===== config.mk =====
export PLATFORM = sky130hd
export DESIGN_NAME = csr_diag_sched
export DESIGN_NICKNAME = d
export VERILOG_FILES = /design/src/rtl/csr_diag_pkg.sv /design/src/rtl/csr_diag_sched_rr_arbiter.sv /design/src/rtl/csr_diag_sched.sv
export SDC_FILE = /design/constraint.sdc
export NUM_CORES = 1
export LEC_CHECK = 0
export ABC_AREA = 1
export BUFFER_PORTS_ARGS = -buffer_cell sky130_fd_sc_hd__buf_2
export CORE_ASPECT_RATIO = 1.75
export CORE_UTILIZATION = 48
export DETAILED_ROUTE_END_ITERATION = 12
export MAX_ROUTING_LAYER = met4
export PLACE_DENSITY = 0.77
export SETUP_SLACK_MARGIN = 0.5
export SLEW_MARGIN = 20
export SYNTH_ARGS = -nofsm -noshare
export SYNTH_HDL_FRONTEND = slang
export SYNTH_SLANG_ARGS = --single-unit

===== constraint.sdc =====
create_clock -name clk -period 3.8 [get_ports clk]
set_input_delay 0 -clock clk [delete_from_list [all_inputs] [get_ports clk]]
set_output_delay 0 -clock clk [all_outputs]
set_load 0.02 [all_outputs]

===== src/rtl/csr_diag_pkg.sv =====
// Shared types and default sizing for the CSR diagonal-check scheduler.
// Pure declarations; no logic, no latency, no flow control.
package csr_diag_pkg;

  localparam int WIDTH_D  = 10;
  localparam int ADDR_W_D = 12;
  localparam int NREQ_D   = 4;
  localparam int ID_W_D   = 2;

  typedef enum logic [2:0] {
    IDLE,
    FETCH_OFF,
    FETCH_COL,
    DRAIN,
    REPORT
  } state_t;

  typedef struct packed {
    logic [ADDR_W_D-1:0] base_off;
    logic [ADDR_W_D-1:0] base_col;
    logic [WIDTH_D-1:0]  num_row;
    logic [WIDTH_D-1:0]  nnz;
  } desc_t;

endpackage


===== src/rtl/csr_diag_sched_rr_arbiter.sv =====
// Round-robin arbiter: combinational one-hot grant and index, zero latency.
// The priority pointer moves past the winner only when adv is high.
module rr_arbiter #(
  parameter int NREQ = 4,
  parameter int ID_W = 2
) (
  input  logic            clk,
  input  logic            rst,
  input  logic [NREQ-1:0] req,
  input  logic            adv,
  output logic [NREQ-1:0] gnt,
  output logic [ID_W-1:0] idx
);

  logic [ID_W-1:0] ptr;
  logic [ID_W-1:0] j;
  logic            found;

  always_comb begin
    gnt   = '0;
    idx   = '0;
    found = 1'b0;
    j     = '0;
    for (int i = 0; i < NREQ; i++) begin
      j = ID_W'((int'(ptr) + i) % NREQ);
      if (!found && req[j]) begin
        found  = 1'b1;
        gnt[j] = 1'b1;
        idx    = j;
      end
    end
  end

  always_ff @(posedge clk or negedge rst) begin
    if (!rst) begin
      ptr <= '0;
    end else if (adv && found) begin
      ptr <= (idx == ID_W'(NREQ - 1)) ? '0 : idx + 1'b1;
    end
  end

endmodule


===== src/rtl/csr_diag_sched.sv =====
// Streams offsets then colIdx from memory per granted request and checks +1 steps.
// Done at T+R+N+2 (T+1 if empty, D+1 on mismatch); requests wait while busy.
module csr_diag_sched
  import csr_diag_pkg::*;
#(
  parameter int WIDTH  = WIDTH_D,
  parameter int NREQ   = NREQ_D,
  parameter int ADDR_W = ADDR_W_D,
  parameter int ID_W   = ID_W_D
) (
  input  logic                   clk,
  input  logic                   rst,
  input  logic [NREQ-1:0]        req,
  input  logic [NREQ*ADDR_W-1:0] req_base_off,
  input  logic [NREQ*ADDR_W-1:0] req_base_col,
  input  logic [NREQ*WIDTH-1:0]  req_num_row,
  input  logic [NREQ*WIDTH-1:0]  req_nnz,
  output logic [NREQ-1:0]        gnt,
  output logic                   mem_rd_en,
  output logic [ADDR_W-1:0]      mem_addr,
  input  logic [WIDTH-1:0]       mem_rd_data,
  output logic                   busy,
  output logic                   done,
  output logic                   flag,
  output logic [ID_W-1:0]        done_id
);

  state_t           state;
  desc_t            desc;
  desc_t            sel;
  logic [NREQ-1:0]  arb_gnt;
  logic [ID_W-1:0]  arb_idx;
  logic [ID_W-1:0]  cur_id;
  logic [WIDTH-1:0] cnt;
  logic [WIDTH-1:0] prev;
  logic [WIDTH-1:0] phase_cnt;
  logic [WIDTH:0]   diff;
  logic             start, fetch, last, mism;
  logic             flag_acc, prev_vld, prev_ph, rd_pend, rd_ph;

  rr_arbiter #(.NREQ(NREQ), .ID_W(ID_W)) u_arb (
    .clk (clk),
    .rst (rst),
    .req (req),
    .adv (start),
    .gnt (arb_gnt),
    .idx (arb_idx)
  );

  always_comb begin
    sel.base_off = req_base_off[arb_idx*ADDR_W +: ADDR_W];
    sel.base_col = req_base_col[arb_idx*ADDR_W +: ADDR_W];
    sel.num_row  = req_num_row[arb_idx*WIDTH +: WIDTH];
    sel.nnz      = req_nnz[arb_idx*WIDTH +: WIDTH];
  end

  assign start = (state == IDLE) && (|req);
  assign gnt   = start ? arb_gnt : '0;
  assign busy  = (state != IDLE) || start;

  assign fetch     = (state == FETCH_OFF) || (state == FETCH_COL);
  assign phase_cnt = (state == FETCH_COL) ? desc.nnz : desc.num_row;
  assign last      = (cnt == phase_cnt - 1'b1);

  // Zero-extended subtract so a wrap from all-ones to zero is a mismatch.
  assign diff = {1'b0, mem_rd_data} - {1'b0, prev};
  assign mism = rd_pend && prev_vld && (prev_ph == rd_ph) && (diff != (WIDTH+1)'(1));

  assign mem_rd_en = fetch && !mism;
  assign mem_addr  = ((state == FETCH_COL) ? desc.base_col : desc.base_off) + ADDR_W'(cnt);

  always_ff @(posedge clk or negedge rst) begin
    if (!rst) begin
      state    <= IDLE;
      desc     <= '0;
      cur_id   <= '0;
      cnt      <= '0;
      prev     <= '0;
      flag_acc <= 1'b1;
      prev_vld <= 1'b0;
      prev_ph  <= 1'b0;
      rd_pend  <= 1'b0;
      rd_ph    <= 1'b0;
      done     <= 1'b0;
      flag     <= 1'b1;
      done_id  <= '0;
    end else begin
      done    <= 1'b0;
      rd_pend <= mem_rd_en;
      rd_ph   <= (state == FETCH_COL);
      if (rd_pend) begin
        prev     <= mem_rd_data;
        prev_vld <= 1'b1;
        prev_ph  <= rd_ph;
      end
      case (state)
        IDLE: begin
          if (start) begin
            desc     <= sel;
            cur_id   <= arb_idx;
            flag_acc <= 1'b1;
            prev_vld <= 1'b0;
            cnt      <= '0;
            if (sel.num_row != '0) begin
              state <= FETCH_OFF;
            end else if (sel.nnz != '0) begin
              state <= FETCH_COL;
            end else begin
              state   <= REPORT;
              done    <= 1'b1;
              flag    <= 1'b1;
              done_id <= arb_idx;
            end
          end
        end
        FETCH_OFF, FETCH_COL, DRAIN: begin
          if (mism) begin
            flag_acc <= 1'b0;
            state    <= REPORT;
            done     <= 1'b1;
            flag     <= 1'b0;
            done_id  <= cur_id;
          end else if (state == DRAIN) begin
            state   <= REPORT;
            done    <= 1'b1;
            flag    <= flag_acc;
            done_id <= cur_id;
          end else if (last) begin
            cnt <= '0;
            if (state == FETCH_OFF && desc.nnz != '0) state <= FETCH_COL;
            else                                      state <= DRAIN;
          end else begin
            cnt <= cnt + 1'b1;
          end
        end
        REPORT:  state <= IDLE;
        default: state <= IDLE;
      endcase
    end
  end

endmodule


Word-level counts from Yosys, hierarchy flattened:

Cells that the tools add are included.

* bits in registers: 80
* input port bits: 192
* output and inout bits: 22
* word-level logic and storage cells: 159

* $add $sub $neg: 8
* $mul: 2
* $lt $le $gt $ge: 8
* equality and inequality tests: 15
* shift operators: 4
* muxes and demuxes: 69
* bitwise operators: 3
* reductions and logical operators: 33

Operator list (number)
* indexed part select 48 x 7 -> 12 bit: 2
* indexed part select 40 x 7 -> 10 bit: 2
* 2-to-1 mux 10 bit: 5
* nonzero test 10 bit: 3
* 2-to-1 mux 1 bit: 28
* 2-to-1 mux 2 bit: 10
* 2-to-1 mux 4 bit: 5
* case mux 10 bit (2 select lines): 1
* 2-to-1 mux 3 bit: 6
* logical AND 1 bit: 14
* adder 12 x 10 -> 12 bit: 1
* < comparator 2 x 3 -> 1 bit (second input constant): 4
* 2-to-1 mux 12 bit: 1
* inequality test 2 bit (second input constant): 6
* OR 4 bit: 3
* inequality test 11 x 1 -> 1 bit (second input constant): 1
* subtractor 10 x 10 -> 11 bit: 1
* adder 10 x 1 -> 10 bit (second input constant): 1
* == test 10 bit: 1
* subtractor 10 x 1 -> 10 bit (second input constant): 1
* binary-select mux 1 bit (select 2 bit): 4
* demux 1 bit (select 2 bit): 4
* greater-or-equal comparator 2 x 1 -> 1 bit (second input constant): 4
* == test 3 x 2 -> 1 bit (second input constant): 2
* other kinds (23): 32

Logic depth before layout (Yosys ltp):

Gate-level depths: netlist of run 1.

* word-level depth: 19
* mapped depth: 20
* gate-level depth less buffers: 19

Hierarchy:

From an unflattened synthesis of run 1, not the netlist that was laid out.

* cell total of the unflattened synthesis: 1111
* area, all modules: 7039.3 µm²

Modules (own cells, without submodules)
* csr_diag_sched: instances 1, cells each 1016, area each 6421.2 µm², sequential area each 1954.4 µm²
* rr_arbiter: instances 1, cells each 95, area each 618.1 µm², sequential area each 50.0 µm²

Worst setup path before layout of run 1:

No wires, ideal clock.

* kind: register to output
* start: reg state[0]
* end: out mem_addr[10]
* arrival: 2.995 ns
* path slack: 0.805 ns
* cell stages (with the launch flop): 19
* path buffers: 2
* cells stage by stage: dfrtp_1 -> nor2_1 -> nand2_2 -> buf_4 -> clkbuf_1 -> nand2_1 -> nand2_1 -> ha_1 -> fa_1 -> nand3_1 -> nand2_1 -> a21oi_1 -> o21bai_1 -> a21o_1 -> a21oi_1 -> nor2_1 -> o21ai_0 -> nand2_1 -> xnor2_1

* word-level cells in the longest chain between the ends: 3

Ends and longest elaborated chain
* from (decl): RTL line csr_diag_sched.sv:28 `state_t state;`
* from (signal assigned): RTL line csr_diag_sched.sv:74 `state <= IDLE;`
* from (signal assigned): RTL line csr_diag_sched.sv:105 `state <= FETCH_OFF;`
* from (signal assigned): RTL line csr_diag_sched.sv:107 `state <= FETCH_COL;`
* == test 3 x 2 -> 1 bit: RTL line csr_diag_sched.sv:70 `assign mem_addr = ((state == FETCH_COL) ? desc.base_col : desc.base_off) + ADDR_W'(cnt);`
* 2-to-1 mux 12 bit: RTL line csr_diag_sched.sv:70
* adder 12 x 10 -> 12 bit: RTL line csr_diag_sched.sv:70
* to (decl): RTL line csr_diag_sched.sv:20 `output logic [ADDR_W-1:0] mem_addr,`

Every way passes these cells.

Final worst setup path of run 1:

* start: reg state[1]
* end: out mem_addr[10]

The elaborated chain is that of the path after synthesis.

==> results.sh, run 1 <==
export IMPL_drive_gt1_share_pct=23.9
export IMPL_p_int_uw=4820
export IMPL_crit_arrival_ps=3310
export IMPL_core_sq_mm=0.0144
export IMPL_die_area_sq_mm=0.0154
export IMPL_drt_iter0_markers=541
export IMPL_cp_start_kind="register"
export IMPL_dr_pass1_iters=8
export IMPL_holdWs_ps=0.248
export IMPL_portBuffers=213
export IMPL_vias=8377
export IMPL_start_util_pct=49.5
export IMPL_cts_tree="done"
export IMPL_htree_levels=3
export IMPL_cap_violations=0
export IMPL_stdcell_area_sq_mm=0.00939
export IMPL_grt_pass1_vias=7927
export IMPL_grt_max_degree=81
export IMPL_tightest_slew_ps=766
export IMPL_final_max_slew_violation_count=0
export IMPL_dpl_cell_area_sq_mm=0.00826
export IMPL_drcViolationCount=0
export IMPL_antenna_found_initial=2
export IMPL_clk_latency_ps=350
export IMPL_max_vdd_ir_drop_v=0.000795
export IMPL_clock_skew_ps=6.92
export IMPL_clkTransAtPathRegs_ps=60
export IMPL_setup_worst_path_end_class="output pin"
export IMPL_clkSinkCount=80
export IMPL_pwr_share_comb_pct=76.1
export IMPL_wl_per_cell_microns=15.3
export IMPL_async_reset_ff_share_pct=100
export IMPL_root_buffer="clkbuf_16"
export IMPL_worst_path_max_fanout=5
export IMPL_p_switching_uw=6020
export IMPL_syn_num_nets=1308
export IMPL_ys_seq_area_share_pct=28.1
export IMPL_gr_usage_met3_pct=3.03
export IMPL_fp_dieW_microns=94.2
export IMPL_avgSynthCellArea_sq_um=6.59
export IMPL_crit_type="register to output pin"
export IMPL_pwr_density_cell_mw_per_mm2=1160
export IMPL_die_h_microns=163
export IMPL_yosysWarnings=0
export IMPL_layout_nets=1555
export IMPL_totalWireLength_microns=23300
export IMPL_hold_path_class="input port to register"
export IMPL_place_hpwl_microns=16600
export IMPL_netlist_area_sq_mm=0.00715
export IMPL_grt_busiest_layer="met2"
export IMPL_synth_top_area_share_pct=27.3
export IMPL_fmax_mhz=302
export IMPL_synth_edff_count=0
export IMPL_routed_via_density=5.52
export IMPL_grt_setup_unrepaired="true"
export IMPL_ios=214
export IMPL_grt_overflow=0
export IMPL_syn2layout_area_growth_pct=31.4
export IMPL_crit_required_ps=3800
export IMPL_dp_slack_ps=392
export IMPL_cts_buffer_depth=2
export IMPL_cts_buffers=9
export IMPL_setup_slack_ps=487
export IMPL_finalCriticalPeriod_ps=3310
export IMPL_synth_ff_type="dfrtp_1"
export IMPL_layout_common_cells="280 x nand2_1, 212 x buf_2, 116 x nor2_1"
export IMPL_met1_usage_pct=33.0
export IMPL_grtUsageMet2_pct=54.1
export IMPL_ys_types=41
export IMPL_fin_setup_tns_ps=0
export IMPL_status="finished, final reports clean"
export IMPL_ys_ff_latch=80
export IMPL_seqPwrFrac_pct=15.0
export IMPL_finalHoldViolations=0
export IMPL_min_period_over_period_pct=87.2
export IMPL_grt_pass1_wl_microns=35900
export IMPL_finalSetupViolations=0
export IMPL_p_clk_share_pct=9.0
export IMPL_ant_nets=0
export IMPL_p_leak_uw=0.00490
export IMPL_grt_total_usage_pct=30.4
export IMPL_power_total_uw=10800
export IMPL_placementRows=58
export IMPL_swShare_pct=55.5
export IMPL_yosysTopAreaCell="dfrtp_1"
export IMPL_finalWeightedCongestion=0.921
export IMPL_final_common_cell="nand2_1"
export IMPL_synthTopCellsByArea="dfrtp_1 27%, nand2_1 15%, o21ai_0 7.0%"
export IMPL_relSlewSlack_pct=48.9
export IMPL_postSynthCellCount=1084
final timing paths:
check	start	end	slack [ps]	cells after the start
max in group asynchronous	rst	u_arb.ptr[0]	2960	2
min reg2reg	desc[11]	desc[11]	480	2
min in group asynchronous	rst	prev[3]	240	2
max	state[1]	mem_addr[10]	490	18
min	req_base_col[17]	desc[25]	0.2	3
max reg2reg	u_arb.ptr[1]	done_id[0]	660	18
Yosys cell counts (all sizes together), types with 5 or more instances:
cell type,n
nand2,295
nor2,123
o21ai,107
inv,97
nand3,92
dfrtp,78
nand4,57
buf,40
ha,30
xor2,26
a21oi,23
a31oi,20
clkbuf,20
o21bai,19
xnor2,12
nand3b,8
mux2i,7
nor3,6
o221ai,5
critical path, cell delays in order, from the launching register on:
cell and delay (ps):
dfrtp_2 450, nand2_4 110, clkinvlp_4 140, buf_6 160, nand2_4 60, nand2_4 60, ha_4 160, fa_2 360
nand3_2 90, nand2_2 60, a21oi_2 130, o21bai_1 100, a21o_1 230, a21oi_2 220, nor2_1 70, o21ai_1 150
nand2_1 90, xnor2_1 150, buf_4 160
layer usage:
metal / wire, microns / vias up
li1: - / 4099
met1: 8770 / 3863
met2: 12200 / 326
met3: 1170 / 89
met4: 1120 / 0
met5: 0 / -
area by class of cell:
cell class / count / area (sq um)
Antenna cell: 2 / 5.00
Clock buffer: 10 / 239
Clock inverter: 6 / 92.6
Fill cell: 1283 / 5050
Inverter: 97 / 375
Multi-Input combinational cell: 847 / 4570
Sequential cell: 80 / 2010
Tap cell: 180 / 225
Timing Repair Buffer: 296 / 1870
kinds of logic (layout without fill, tap and decap cells):
group | after synthesis | in the layout | synth area share [%]
AO/OA/AOI/OAI | 187 | 187 | 15.0
XOR/XNOR | 38 | 38 | 4.66
adder cells (fa/ha/maj) | 32 | 32 | 5.81
buffers and inverters | 157 | 409 | 9.32
flip-flops | 80 | 80 | 28.1
multiplexers | 7 | 7 | 0.981
other | 0 | 2 | 0
AND/OR/NAND/NOR | 583 | 583 | 36.2
through the flow:
stage / util [%] / cells
5_1_grt: 65.0 / 1518
3_3_place_gp: 57.2 / 1430
2_1_floorplan: - / 1084
3_5_place_dp: 57.2 / 1430
6_report: 65.0 / 1518
4_1_cts: 62.8 / 1492
what timing repair did:
action | CTS | global route
gates cloned | 0 | 2
hold buffers | 42 | 0
buffers inserted | 4 | 22
endpoints found under the hold margin | 110 | 0
pin swaps | 1 | 14
setup endpoints to repair | 35 | 48
gates resized for setup | 10 | 29
power groups by stage:
stage                     clock network [uW]  logic [uW]  registers [uW]
after global placement                     0        7480            1620
after detailed placement                   0        7590            1630
after floorplan                            0        5960            1530
final                                    971        8250            1620
after global routing                    1010        9160            1670
after CTS                                975        7740            1610
registers in the layout, indices dropped and copies added (netlist names):
name       flops
cnt           10
cur_id         2
desc          44
done           1
done_id        2
flag           1
flag_acc       1
prev          10
prev_ph        1
prev_vld       1
rd_pend        1
rd_ph          1
state          3
u_arb.ptr      2
Note: power is estimated with default switching activity, not from simulation.
==> run 2, diff against run 1 <==
Settings changed: MAX_ROUTING_LAYER met4 to unset.
==> run 2 against run 1 <==
The flow now finishes with violations (hold timing). Via count up 0.37%. Clock-buffer cell count is the same. Wire length up 0.16%. Combinational power about the same. Global-route usage decreased by 0.73 points. Worst hold slack got worse by 0.75 ps. Final cell count stayed put. Core utilization did not move. First-iteration DRC count increased by 0.37%. Highest routed layer unchanged.
==> results.sh, run 2 (synthesized netlist as in run 1, its figures left out) <==
export IMPL_core_sq_mm=0.0144
export IMPL_grt_pass1_vias=7917
export IMPL_grt_setup_unrepaired="true"
export IMPL_placementRows=58
export IMPL_cp_start_kind="register"
export IMPL_final_common_cell="nand2_1"
export IMPL_top_register="desc"
export IMPL_die_area_sq_mm=0.0154
export IMPL_p_switching_uw=6020
export IMPL_wl_per_cell_microns=15.4
export IMPL_ios=214
export IMPL_violations="hold timing"
export IMPL_swShare_pct=55.5
export IMPL_fp_dieW_microns=94.2
export IMPL_grt_overflow=0
export IMPL_worst_path_max_fanout=5
export IMPL_vias=8408
export IMPL_holdWs_ps=-0.498
export IMPL_ant_nets=0
export IMPL_cts_buffer_depth=2
export IMPL_final_util_pct=65.0
export IMPL_die_h_microns=163
export IMPL_totalWireLength_microns=23300
export IMPL_layout_nets=1555
export IMPL_p_clk_share_pct=9.0
export IMPL_grt_pass1_wl_microns=36000
export IMPL_grt_total_usage_pct=29.7
export IMPL_drcViolationCount=0
export IMPL_fmax_mhz=306
export IMPL_fin_setup_tns_ps=0
export IMPL_finalWeightedCongestion=0.905
export IMPL_cts_buffers=9
export IMPL_cap_violations=0
export IMPL_cts_tree="done"
export IMPL_start_util_pct=49.5
export IMPL_clock_skew_ps=7.79
export IMPL_dr_pass1_iters=7
export IMPL_tightest_slew_ps=759
export IMPL_largest_reg_flops=44
export IMPL_relSlewSlack_pct=49.4
export IMPL_finalCriticalPeriod_ps=3270
export IMPL_clk_latency_ps=350
export IMPL_htree_levels=3
export IMPL_seqPwrFrac_pct=14.9
export IMPL_crit_arrival_ps=3270
export IMPL_setup_worst_path_end_class="output pin"
export IMPL_reg_top3="desc (44), cnt (10), prev (10)"
export IMPL_portBuffers=213
export IMPL_hold_path_class="input port to register"
export IMPL_final_max_slew_violation_count=0
export IMPL_grt_max_degree=81
export IMPL_crit_required_ps=3800
export IMPL_p_int_uw=4820
export IMPL_place_hpwl_microns=16600
export IMPL_drive_gt1_share_pct=23.9
export IMPL_clkSinkCount=80
export IMPL_pwr_density_cell_mw_per_mm2=1160
export IMPL_finalSetupViolations=0
export IMPL_root_buffer="clkbuf_16"
export IMPL_routed_via_density=5.54
export IMPL_finalHoldViolations=1
export IMPL_antenna_found_initial=2
export IMPL_pwr_share_comb_pct=76.1
export IMPL_layout_common_cells="280 x nand2_1, 212 x buf_2, 116 x nor2_1"
export IMPL_drt_iter0_markers=543
export IMPL_clkTransAtPathRegs_ps=70
export IMPL_p_leak_uw=0.00490
export IMPL_max_vdd_ir_drop_v=0.000797
export IMPL_status="finished with violations"
export IMPL_min_period_over_period_pct=86.0
export IMPL_syn2layout_area_growth_pct=31.4
export IMPL_crit_type="register to output pin"
## run 2: cell counts in the layout (fill, tap and decap cells not counted)
No cell type changed its count.
## run 2: routing by layer
layer / global-route usage [%] / vias to the layer above / part of all wire, %
li1: - / 4097 / -
met1: 33.1 / 3882 / 38
met2: 54.3 / 345 / 53
met3: 3.21 / 84 / 4.5
met4: 15.0 / 0 / 4.9
met5: 0 / - / 0
## run 2: repair_timing
item	CTS	global route
gates resized for setup	10	29
endpoints found under the hold margin	110	0
hold buffers	42	0
cloned	0	2
setup endpoints to repair	35	48
pin swaps	1	14
buffers inserted	4	22
## run 2: power by group through the flow
| stage | Clock, uW | Sequential, uW | Combinational [uW] |
|---|---|---|---|
| floorplan | 0 | 1530 | 5960 |
| global placement | 0 | 1620 | 7480 |
| detailed placement | 0 | 1630 | 7590 |
| CTS | 975 | 1610 | 7740 |
| global route | 1010 | 1670 | 9170 |
| finish | 973 | 1620 | 8250 |
## run 2: area by class of cell
type / count / area, sq um
multi-input cells: 847 / 4570
inverters: 97 / 375
diodes: 2 / 5.00
clock buffers: 10 / 239
fillers: 1285 / 5050
repair buffers: 296 / 1870
well taps: 180 / 225
flip-flops and latches: 80 / 2010
clock inverters: 6 / 92.6
## run 2: stage by stage
stage | worst slack [ps] | instance area (sq um) | total power, uW | cells
detailed placement | 392 | 8260 | 9220 | 1430
global route | 373 | 9390 | 11800 | 1518
finish | 530 | 9390 | 10800 | 1518
floorplan | 805 | 7150 | 7490 | 1084
CTS | 458 | 9070 | 10300 | 1492
global placement | 493 | 8260 | 9100 | 1430
## run 2: path summary, 6_finish.rpt
kind,start,end,slack [ps],cells after the start
setup / recovery,state[1],mem_addr[10],530,18
hold / removal,req_base_col[17],desc[25],-0.5,3
setup reg to reg,u_arb.ptr[1],done_id[0],660,18
hold reg to reg,desc[11],desc[11],480,2
max in group asynchronous,rst,u_arb.ptr[0],2960,2
min in group asynchronous,rst,prev[2],250,2
## run 2: critical path: stages (launching register included)
cell and delay, ps:
dfrtp_2 440, nand2_4 110, clkinvlp_4 140, buf_6 160, nand2_4 60, nand2_4 60, ha_4 160, fa_2 360
nand3_2 90, nand2_2 60, a21oi_2 130, o21bai_1 100, a21o_1 230, a21oi_2 200, nor2_1 70, o21ai_1 150
nand2_1 80, xnor2_1 150, buf_4 160
